==> src/rtl/fnd_pkg.sv <==
// Shared FND constants: active-low segment patterns {g,f,e,d,c,b,a} and digit codes.
package fnd_pkg;

    localparam logic [6:0] SEG_0     = 7'b1000000;
    localparam logic [6:0] SEG_1     = 7'b1111001;
    localparam logic [6:0] SEG_2     = 7'b0100100;
    localparam logic [6:0] SEG_3     = 7'b0110000;
    localparam logic [6:0] SEG_4     = 7'b0011001;
    localparam logic [6:0] SEG_5     = 7'b0010010;
    localparam logic [6:0] SEG_6     = 7'b0000010;
    localparam logic [6:0] SEG_7     = 7'b1111000;
    localparam logic [6:0] SEG_8     = 7'b0000000;
    localparam logic [6:0] SEG_9     = 7'b0010000;
    localparam logic [6:0] SEG_BLANK = 7'b1111111;

    localparam logic [3:0] CODE_BLANK = 4'hA;

    localparam int unsigned NUM_DIGITS = 4;

endpackage

==> src/rtl/seg7_to_code.sv <==
// Combinational segment-pattern decoder: maps an active-low pattern to a digit code,
// flagging anything that is not 0-9 or blank.
module seg7_to_code
    import fnd_pkg::*;
(
    input  logic [6:0] seg,
    output logic [3:0] code,
    output logic       illegal
);

    // Pattern lookup; unknown patterns report illegal with a don't-care code of 0
    always_comb begin
        code    = 4'h0;
        illegal = 1'b0;
        case (seg)
            SEG_0:     code = 4'd0;
            SEG_1:     code = 4'd1;
            SEG_2:     code = 4'd2;
            SEG_3:     code = 4'd3;
            SEG_4:     code = 4'd4;
            SEG_5:     code = 4'd5;
            SEG_6:     code = 4'd6;
            SEG_7:     code = 4'd7;
            SEG_8:     code = 4'd8;
            SEG_9:     code = 4'd9;
            SEG_BLANK: code = CODE_BLANK;
            default:   illegal = 1'b1;
        endcase
    end

endmodule

==> src/rtl/fnd_scan_decoder.sv <==
// FND bus monitor: samples the multiplexed display bus, qualifies each digit slot with a
// stability filter, decodes the segment pattern and holds four captured digits plus status.
module fnd_scan_decoder
    import fnd_pkg::*;
#(
    parameter int unsigned STABLE_CYC = 4
) (
    input  logic                  clk,
    input  logic                  rst,
    input  logic [6:0]            fnd,
    input  logic [3:0]            fndsel,
    output logic [3:0]            digit0,
    output logic [3:0]            digit1,
    output logic [3:0]            digit2,
    output logic [3:0]            digit3,
    output logic [NUM_DIGITS-1:0] digit_valid,
    output logic [NUM_DIGITS-1:0] digit_err,
    output logic                  frame_done
);

    localparam logic [3:0] CntMax = 4'(STABLE_CYC);
    localparam logic [3:0] CntCap = 4'(STABLE_CYC - 1);

    logic [6:0]            s_fnd;
    logic [3:0]            s_sel;
    logic [3:0]            cnt, cnt_d;
    logic                  in_match;
    logic                  sel_legal;
    logic [1:0]            sel_idx;
    logic                  capture;
    logic [3:0]            dec_code;
    logic                  dec_illegal;
    logic [NUM_DIGITS-1:0] sel_onehot;

    logic [3:0]            digit_q [NUM_DIGITS];
    logic [3:0]            digit_d [NUM_DIGITS];
    logic [NUM_DIGITS-1:0] valid_q, valid_d;
    logic [NUM_DIGITS-1:0] err_q, err_d;
    logic [NUM_DIGITS-1:0] seen_q, seen_d;
    logic                  frame_q, frame_d;

    assign in_match = (fnd == s_fnd) && (fndsel == s_sel);

    // Stability counter: restarts on any change, saturates so a held value never recaptures
    always_comb begin
        cnt_d = 4'd0;
        if (in_match) begin
            cnt_d = (cnt == CntMax) ? cnt : cnt + 4'd1;
        end
    end

    // Select legality and index: exactly one active-low select bit
    always_comb begin
        sel_legal = 1'b1;
        sel_idx   = 2'd0;
        case (s_sel)
            4'b1110: sel_idx = 2'd0;
            4'b1101: sel_idx = 2'd1;
            4'b1011: sel_idx = 2'd2;
            4'b0111: sel_idx = 2'd3;
            default: sel_legal = 1'b0;
        endcase
    end

    assign capture    = in_match && (cnt == CntCap) && sel_legal;
    assign sel_onehot = NUM_DIGITS'(1) << sel_idx;

    // One decoder shared by all digit slots; the sampled pattern belongs to the selected digit
    seg7_to_code u_seg7_to_code (
        .seg     (s_fnd),
        .code    (dec_code),
        .illegal (dec_illegal)
    );

    // Capture next-state: digit/valid/err update, seen-mask accumulation and frame completion
    always_comb begin
        digit_d = digit_q;
        valid_d = valid_q;
        err_d   = err_q;
        seen_d  = seen_q;
        frame_d = 1'b0;
        if (capture) begin
            if (dec_illegal) begin
                err_d[sel_idx] = 1'b1;
            end else begin
                digit_d[sel_idx] = dec_code;
                valid_d[sel_idx] = 1'b1;
                err_d[sel_idx]   = 1'b0;
            end
            seen_d = seen_q | sel_onehot;
            if (&seen_d) begin
                frame_d = 1'b1;
                seen_d  = '0;
            end
        end
    end

    // State registers with synchronous reset; idle-bus sample values force a full window after reset
    always_ff @(posedge clk) begin
        if (rst) begin
            s_fnd   <= SEG_BLANK;
            s_sel   <= 4'b1111;
            cnt     <= 4'd0;
            digit_q <= '{default: 4'h0};
            valid_q <= '0;
            err_q   <= '0;
            seen_q  <= '0;
            frame_q <= 1'b0;
        end else begin
            s_fnd   <= fnd;
            s_sel   <= fndsel;
            cnt     <= cnt_d;
            digit_q <= digit_d;
            valid_q <= valid_d;
            err_q   <= err_d;
            seen_q  <= seen_d;
            frame_q <= frame_d;
        end
    end

    assign digit0      = digit_q[0];
    assign digit1      = digit_q[1];
    assign digit2      = digit_q[2];
    assign digit3      = digit_q[3];
    assign digit_valid = valid_q;
    assign digit_err   = err_q;
    assign frame_done  = frame_q;

endmodule

==> config.mk <==
export PLATFORM = sky130hd
export DESIGN_NAME = fnd_scan_decoder
export DESIGN_NICKNAME = d
export VERILOG_FILES = /design/src/rtl/fnd_pkg.sv /design/src/rtl/seg7_to_code.sv /design/src/rtl/fnd_scan_decoder.sv
export SDC_FILE = /design/constraint.sdc
export NUM_CORES = 1
export LEC_CHECK = 0
export ABC_AREA = 1
export CORE_MARGIN = 5
export CORE_UTILIZATION = 53
export CTS_BUF_LIST = sky130_fd_sc_hd__clkbuf_16
export CTS_CLUSTER_DIAMETER = 60
export DETAILED_ROUTE_END_ITERATION = 10
export MAX_ROUTING_LAYER = met4
export PLACE_DENSITY_LB_ADDON = 0.2
export SETUP_SLACK_MARGIN = 0.02
export SLEW_MARGIN = 10
export SYNTH_ARGS = -nofsm -noshare
export SYNTH_HDL_FRONTEND = slang
export SYNTH_HIERARCHICAL = 1
export SYNTH_SLANG_ARGS = --single-unit
==> constraint.sdc <==
create_clock -name clk -period 2.2 [get_ports clk]
set_input_delay 0.22 -clock clk [delete_from_list [all_inputs] [get_ports clk]]
set_output_delay 0.22 -clock clk [all_outputs]
set_load 0.005 [all_outputs]
==> results of run 1 <==
## final cells by class
cell class | count | area share (%)
clock buffers | 5 | 4.15
multi-input cells | 227 | 39.6
inverters | 76 | 9.45
clock inverters | 2 | 1.99
flip-flops and latches | 44 | 29.2
well taps | 52 | 2.16
repair buffers | 42 | 13.5
## power by group
part,internal (mW),leakage (nW),switching (mW)
combinational,0.0636,1.05,0.108
clock,0.644,0.0899,0.291
sequential,0.808,0.358,0.0153
## flip-flops by register name, summed over array words and instances (netlist names), named ones only
name / count
digit1: 4
digit_valid: 4
digit3: 4
seen_q: 4
digit2: 4
frame_done: 1
cnt: 4
s_sel: 4
digit0: 4
s_fnd: 7
## routing by layer
| layer | part of all wire, % | vias to the layer above | global-route usage, % |
|---|---|---|---|
| li1 | - | 1165 | - |
| met4 | 0.99 | 0 | 4.12 |
| met3 | 5.6 | 6 | 4.75 |
| met1 | 45 | 989 | 23.4 |
| met5 | 0 | - | - |
| met2 | 48 | 48 | 30.6 |
## through the flow
| stage | area [um^2] | util, % | total power, mW |
|---|---|---|---|
| 3_5_place_dp | 2830 | 64.6 | 1.01 |
| 5_1_grt | 3020 | 68.8 | 2.00 |
| 4_1_cts | 3020 | 68.8 | 1.94 |
| 6_report | 3020 | 68.8 | 1.93 |
| 2_1_floorplan | 2410 | - | 0.956 |
| 3_3_place_gp | 2830 | 64.6 | 1.01 |
## path summary, 6_finish.rpt
check	to	slack, ps	start
setup / recovery	digit2[2]	340	s_fnd[6]
hold / removal	digit_valid[2]	450	digit_valid[2]
setup reg to reg	digit2[2]	340	s_fnd[6]
hold reg to reg	digit_valid[2]	450	digit_valid[2]
## logic make-up (layout without fill, tap and decap cells)
group,count (synthesis),after routing,synth area share (%)
adders and majority gates,2,2,1.04
AOI/OAI and AO/OA,24,24,5.46
DFF,44,44,36.6
xor gates and xnor gates,4,4,1.46
buffers and inverters,84,125,13.8
and+or+nand+nor,197,197,41.6
## synth_stat cells, drive strengths merged, types with 4 or more instances
library cell    n
nand2         100
inv            76
nor2           51
dfxtp          44
nand4          25
a21oi          19
nand3          13
buf             6
or2             4
xnor2           4
## worst register-to-register path, cell delays in order, from the launching register on
cell and delay [ps]:
dfxtp_1 340, inv_2 140, nand2_2 60, nor2_2 190
nand2_2 100, nand2_1 80, nor2_1 50, nand2_1 60
nor2_1 40, inv_1 40, buf_4 260, nand4_4 190
nand2_1 100, inv_1 40, nor2_1 90
==> impl_metrics.py, run 1 <==
metrics = {
    "global_routing": {
        "grt_pass1_vias": 1986,
        "antenna_found_initial": 0,
        "grt_pass1_wl_um": 8980,
        "grt_remaining_overflow": 0,
        "grt_use_total_pct": 18.7,
        "grt_start_max_net_pins": 24,
    },
    "timing": {
        "fmax_ghz": 0.539,
        "final-hold-violation-count": 0,
        "post-route-min-period_ps": 1860,
        "hold_slack_ps": 450,
        "worst_pin_slew_ps": 458,
        "rsz0062_at_grt": "no",
        "finClkSkew_ps": 2.32,
        "setup_ws_ps": 344,
        "period_share_pct": 84.4,
        "finalSetupViolations": 0,
        "slew-limit-headroom_pct": 69.4,
        "maxSlewViolCount": 0,
        "fin_tns_setup_ps": 0,
    },
    "clock_network": {
        "path_clk_slew_ps": 60,
        "cts_tree": "done",
        "cts_resized": 0,
        "ctsHoldBuffers": 0,
        "cts-buffers-inserted": 5,
        "cts_root_buf": "clkbuf_16",
        "clock_path_buffers": 2,
        "htreeDepth": 2,
        "clock_sink_count": 44,
        "clock_latency_ps": 280,
        "post_cts_buffers": 0,
    },
    "power": {
        "p_leak_nw": 1.49,
        "peakVddDrop_v": 0.000568,
        "powerDensity_nw_per_um2": 639,
    },
    "final_layout": {
        "ff_latch_area_um2": 881,
        "drive_above_1_share_pct": 14.4,
        "final_cell_mix": "nand2_1 (94), inv_1 (60), dfxtp_1 (44)",
        "fillers": 361,
        "num_antenna_cells": 0,
        "final_cells": 448,
        "synthToLayoutAreaGrowth_pct": 25.4,
        "layout_commonest_cell": "nand2_1",
        "num-nets-final": 411,
        "multi_input_area_um2": 1190,
    },
    "worst_setup_path": {
        "cp_cell_sequence": "inv_2 > nand2_2 > nor2_2 > nand2_2 > nand2_1 > nor2_1 > nand2_1 > nor2_1 > inv_1 > buf_4 > nand4_4 > nand2_1 > inv_1 > nor2_1",
        "slowest_delay_ps": 340,
        "cpLargestDelayFamily": "simple AND/OR/NAND/NOR gates",
        "critPathKind": "flip-flop to flip-flop",
        "r2r.worst_path.cells": 14,
        "critical_path_depth": 14,
        "critPathArrivalTime_ps": 2080,
        "critical_path_required_ps": 2420,
        "cp_num_buf_inv": 4,
        "endpoint_kind": "flip-flop",
        "start_kind": "flip-flop",
        "cp_max_fo": 20,
        "crit_path_top_delay_cell": "dfxtp_1",
    },
    "die": {
        "ios": 38,
        "die_x_um": 77.4,
        "initial_core_util_pct": 54.9,
        "die_y_um": 77.4,
        "coreArea_um2": 4380,
        "fp-row-count": 24,
        "dieArea_um2": 5990,
    },
    "synth": {
        "ys_warn_count": 6,
        "syn-instance-count": 355,
        "async_flop_share_pct": 0,
        "ys_seq_area_share_pct": 36.6,
        "synth_ff_type": "dfxtp_1",
        "synthesis.area_um2": 2410,
        "ys_seq_elements": 44,
        "synth_edf_count": 0,
        "synth.top_cells.by_area": "dfxtp_1 (37%), nand2_1 (15%), inv_1 (9.4%), nor2_1 (6.5%), nand4_1 (5.5%)",
        "synth_cell_types": 27,
        "synth.largest_area_cell": "dfxtp_1",
        "syn_area_per_cell_um2": 6.78,
        "syn_nets": 370,
        "netlist.area_leader.share_pct": 36.6,
    },
    "placement": {
        "dp_hpwl_um": 3880,
        "gp_congestion": 0.919,
        "place_inst": 441,
        "port_buffers": 37,
        "place_ws_ps": 168,
    },
    "routing": {
        "vias_per_cell": 4.93,
        "routed_wl_um": 5340,
        "num_vias": 2208,
        "drtPass1Iterations": 4,
        "drc": 0,
        "wl_per_cell_um": 11.9,
        "first_iter_violations": 137,
        "ant_nets": 0,
    },
    "job": {
        "cap_violations": 0,
    },
    "worst_hold_path": {
        "min_path_cells": 2,
        "hp-class": "flip-flop to flip-flop",
    },
    "outcome": {
        "status": "completed",
    },
}
Power figures use the tool's default switching activity.
==> run 2, diff against run 1 <==
- CORE_UTILIZATION: 53 -> 48
- clock period: 2.2 -> 1.7 ns (I/O delays scaled with it)
==> impl_metrics.py, run 2 (synthesis gave the netlist of run 1 again) <==
metrics = {
    "timing": {
        "finalSetupViolations": 0,
        "finClkSkew_ps": 2.93,
        "post-route-min-period_ps": 1620,
        "hold_slack_ps": 449,
        "maxSlewViolCount": 0,
        "final-hold-violation-count": 0,
        "period_share_pct": 95.5,
        "worst_pin_slew_ps": 356,
        "rsz0062_at_grt": "yes",
        "slew-limit-headroom_pct": 76.2,
        "fmax_ghz": 0.616,
    },
    "die": {
        "die_y_um": 80.8,
        "fp-row-count": 25,
        "coreArea_um2": 4790,
        "ios": 38,
        "dieArea_um2": 6530,
        "die_x_um": 80.8,
        "initial_core_util_pct": 50.3,
    },
    "routing": {
        "ant_nets": 0,
        "wl_per_cell_um": 11.9,
        "drtPass1Iterations": 4,
        "drc": 0,
        "vias_per_cell": 4.72,
        "first_iter_violations": 101,
        "num_vias": 2271,
        "routed_wl_um": 5720,
    },
    "final_layout": {
        "ff_latch_area_um2": 907,
        "multi_input_area_um2": 1310,
        "layout_commonest_cell": "nand2_1",
        "num-nets-final": 429,
        "final_util_pct": 68.9,
        "fillers": 404,
        "synthToLayoutAreaGrowth_pct": 37.0,
        "final_cells": 481,
        "num_antenna_cells": 0,
        "largest_reg_flops": 7,
        "final_cell_mix": "nand2_1 (79), inv_1 (48), dfxtp_1 (37), clkdlybuf4s50_1 (37), nor2_1 (27)",
        "drive_above_1_share_pct": 30.7,
        "top_register": "s_fnd",
    },
    "outcome": {
        "status": "completed",
    },
    "power": {
        "peakVddDrop_v": 0.000412,
        "powerDensity_nw_per_um2": 679,
        "p_leak_nw": 1.56,
        "finalPower_mw": 2.24,
    },
    "placement": {
        "place_inst": 469,
        "dp_hpwl_um": 4070,
        "port_buffers": 37,
        "gp_congestion": 0.929,
    },
    "worst_setup_path": {
        "crit_path_top_delay_cell": "dfxtp_4",
        "slowest_delay_ps": 370,
        "crit_path_frequent_cell": "nand2_2",
        "r2r.worst_path.cells": 14,
        "critPathKind": "flip-flop to flip-flop",
        "start_kind": "flip-flop",
        "cp_max_fo": 6,
        "r2r_start": "s_fnd[0]",
        "r2r_setup_slack_ps": 80,
        "rr_endpoint": "digit1[1]",
        "critical_path_required_ps": 1920,
        "critPathArrivalTime_ps": 1840,
        "cp_cell_sequence": "inv_2 > nand2_2 > nor2_4 > nand2_2 > nand2_2 > nor2_2 > nand2_1 > nor2_2 > inv_2 > buf_6 > nand4_4 > nand2_1 > inv_1 > nor2_1",
        "endpoint_kind": "flip-flop",
    },
    "global_routing": {
        "grt.met1_usage_pct": 24.0,
        "antenna_found_initial": 0,
        "grt_pass1_vias": 2123,
        "use_met3_pct": 4.21,
        "grt_start_max_net_pins": 24,
        "grt_remaining_overflow": 0,
        "grt_pass1_wl_um": 9280,
        "met2_usage_pct": 28.9,
        "grt.busiest_layer": "met2",
        "grt_use_total_pct": 18.6,
    },
    "worst_hold_path": {
        "hp-class": "flip-flop to flip-flop",
        "min_from": "digit_valid[1]",
        "min_path_cells": 2,
        "holdPathEnd": "digit_valid[1]",
    },
    "clock_network": {
        "cts_root_buf": "clkbuf_16",
        "clock_path_buffers": 2,
        "ctsHoldBuffers": 0,
        "path_clk_slew_ps": 60,
        "clock_sink_count": 44,
        "htreeDepth": 2,
        "cts-buffers-inserted": 5,
        "clock_latency_ps": 280,
        "cts_tree": "done",
    },
    "job": {
        "cap_violations": 0,
    },
}
-- run 2: timing repair --
action / in CTS / in global routing
endpoints found under the setup margin: 10 / 27
pin swaps: 0 / 34
gates cloned: 0 / 1
buffers inserted: 0 / 4
gates resized for setup: 7 / 64
-- run 2: worst max-delay path by stage --
stage | startpoint | end | slack (ps) | cells past startpoint
after floorplan | s_fnd[5] | digit1[0] | 30 | 13
after global placement | fnd[5] | digit2[3] | -90 | 11
after detailed placement | fnd[4] | digit1[1] | -140 | 11
after CTS | s_fnd[2] | digit2[3] | 30 | 14
after global routing | s_fnd[0] | digit1[1] | -60 | 14
final | s_fnd[0] | digit1[1] | 80 | 14
-- run 2: routing by layer --
metal	up-vias	routed length, um
met1	1008	2660
met3	6	226
met4	0	77
met2	51	2760
li1	1206	-
met5	-	0
-- run 2: final cells by class --
| cell class | instances | area share [%] |
|---|---|---|
| Sequential cell | 44 | 27.5 |
| Inverter | 76 | 8.96 |
| Tap cell | 67 | 2.54 |
| Multi-Input combinational cell | 227 | 39.8 |
| Clock inverter | 2 | 0.380 |
| Timing Repair Buffer | 60 | 17.0 |
| Clock buffer | 5 | 3.80 |
-- run 2: report_power, final --
part / internal [mW] / switching (mW) / leakage [nW]
clock: 0.532 / 0.372 / 0.0657
sequential: 1.04 / 0.0264 / 0.358
combinational: 0.112 / 0.157 / 1.14
-- run 2: per-stage QoR --
step / TNS, ps / cell area (um^2) / worst slack, ps
after floorplan: 0 / 2410 / 31.2
after global placement: -1310 / 2960 / -85.0
after detailed placement: -2630 / 2960 / -142
after CTS: 0 / 3120 / 29.6
after global routing: -589 / 3300 / -59.1
final: 0 / 3300 / 75.7
-- run 2: worst max-delay path: cells and delay by family (launching register included) --
kind,cells,cell delay (ps)
buffers and inverters,4,310
DFF,1,370
and+or+nand+nor,10,860
==> run 3, diff against run 2 <==
- CTS_CLUSTER_SIZE: unset -> 12
==> results of run 3 <==
No change in the layout: final DEF, timing and power equal those of run 2.
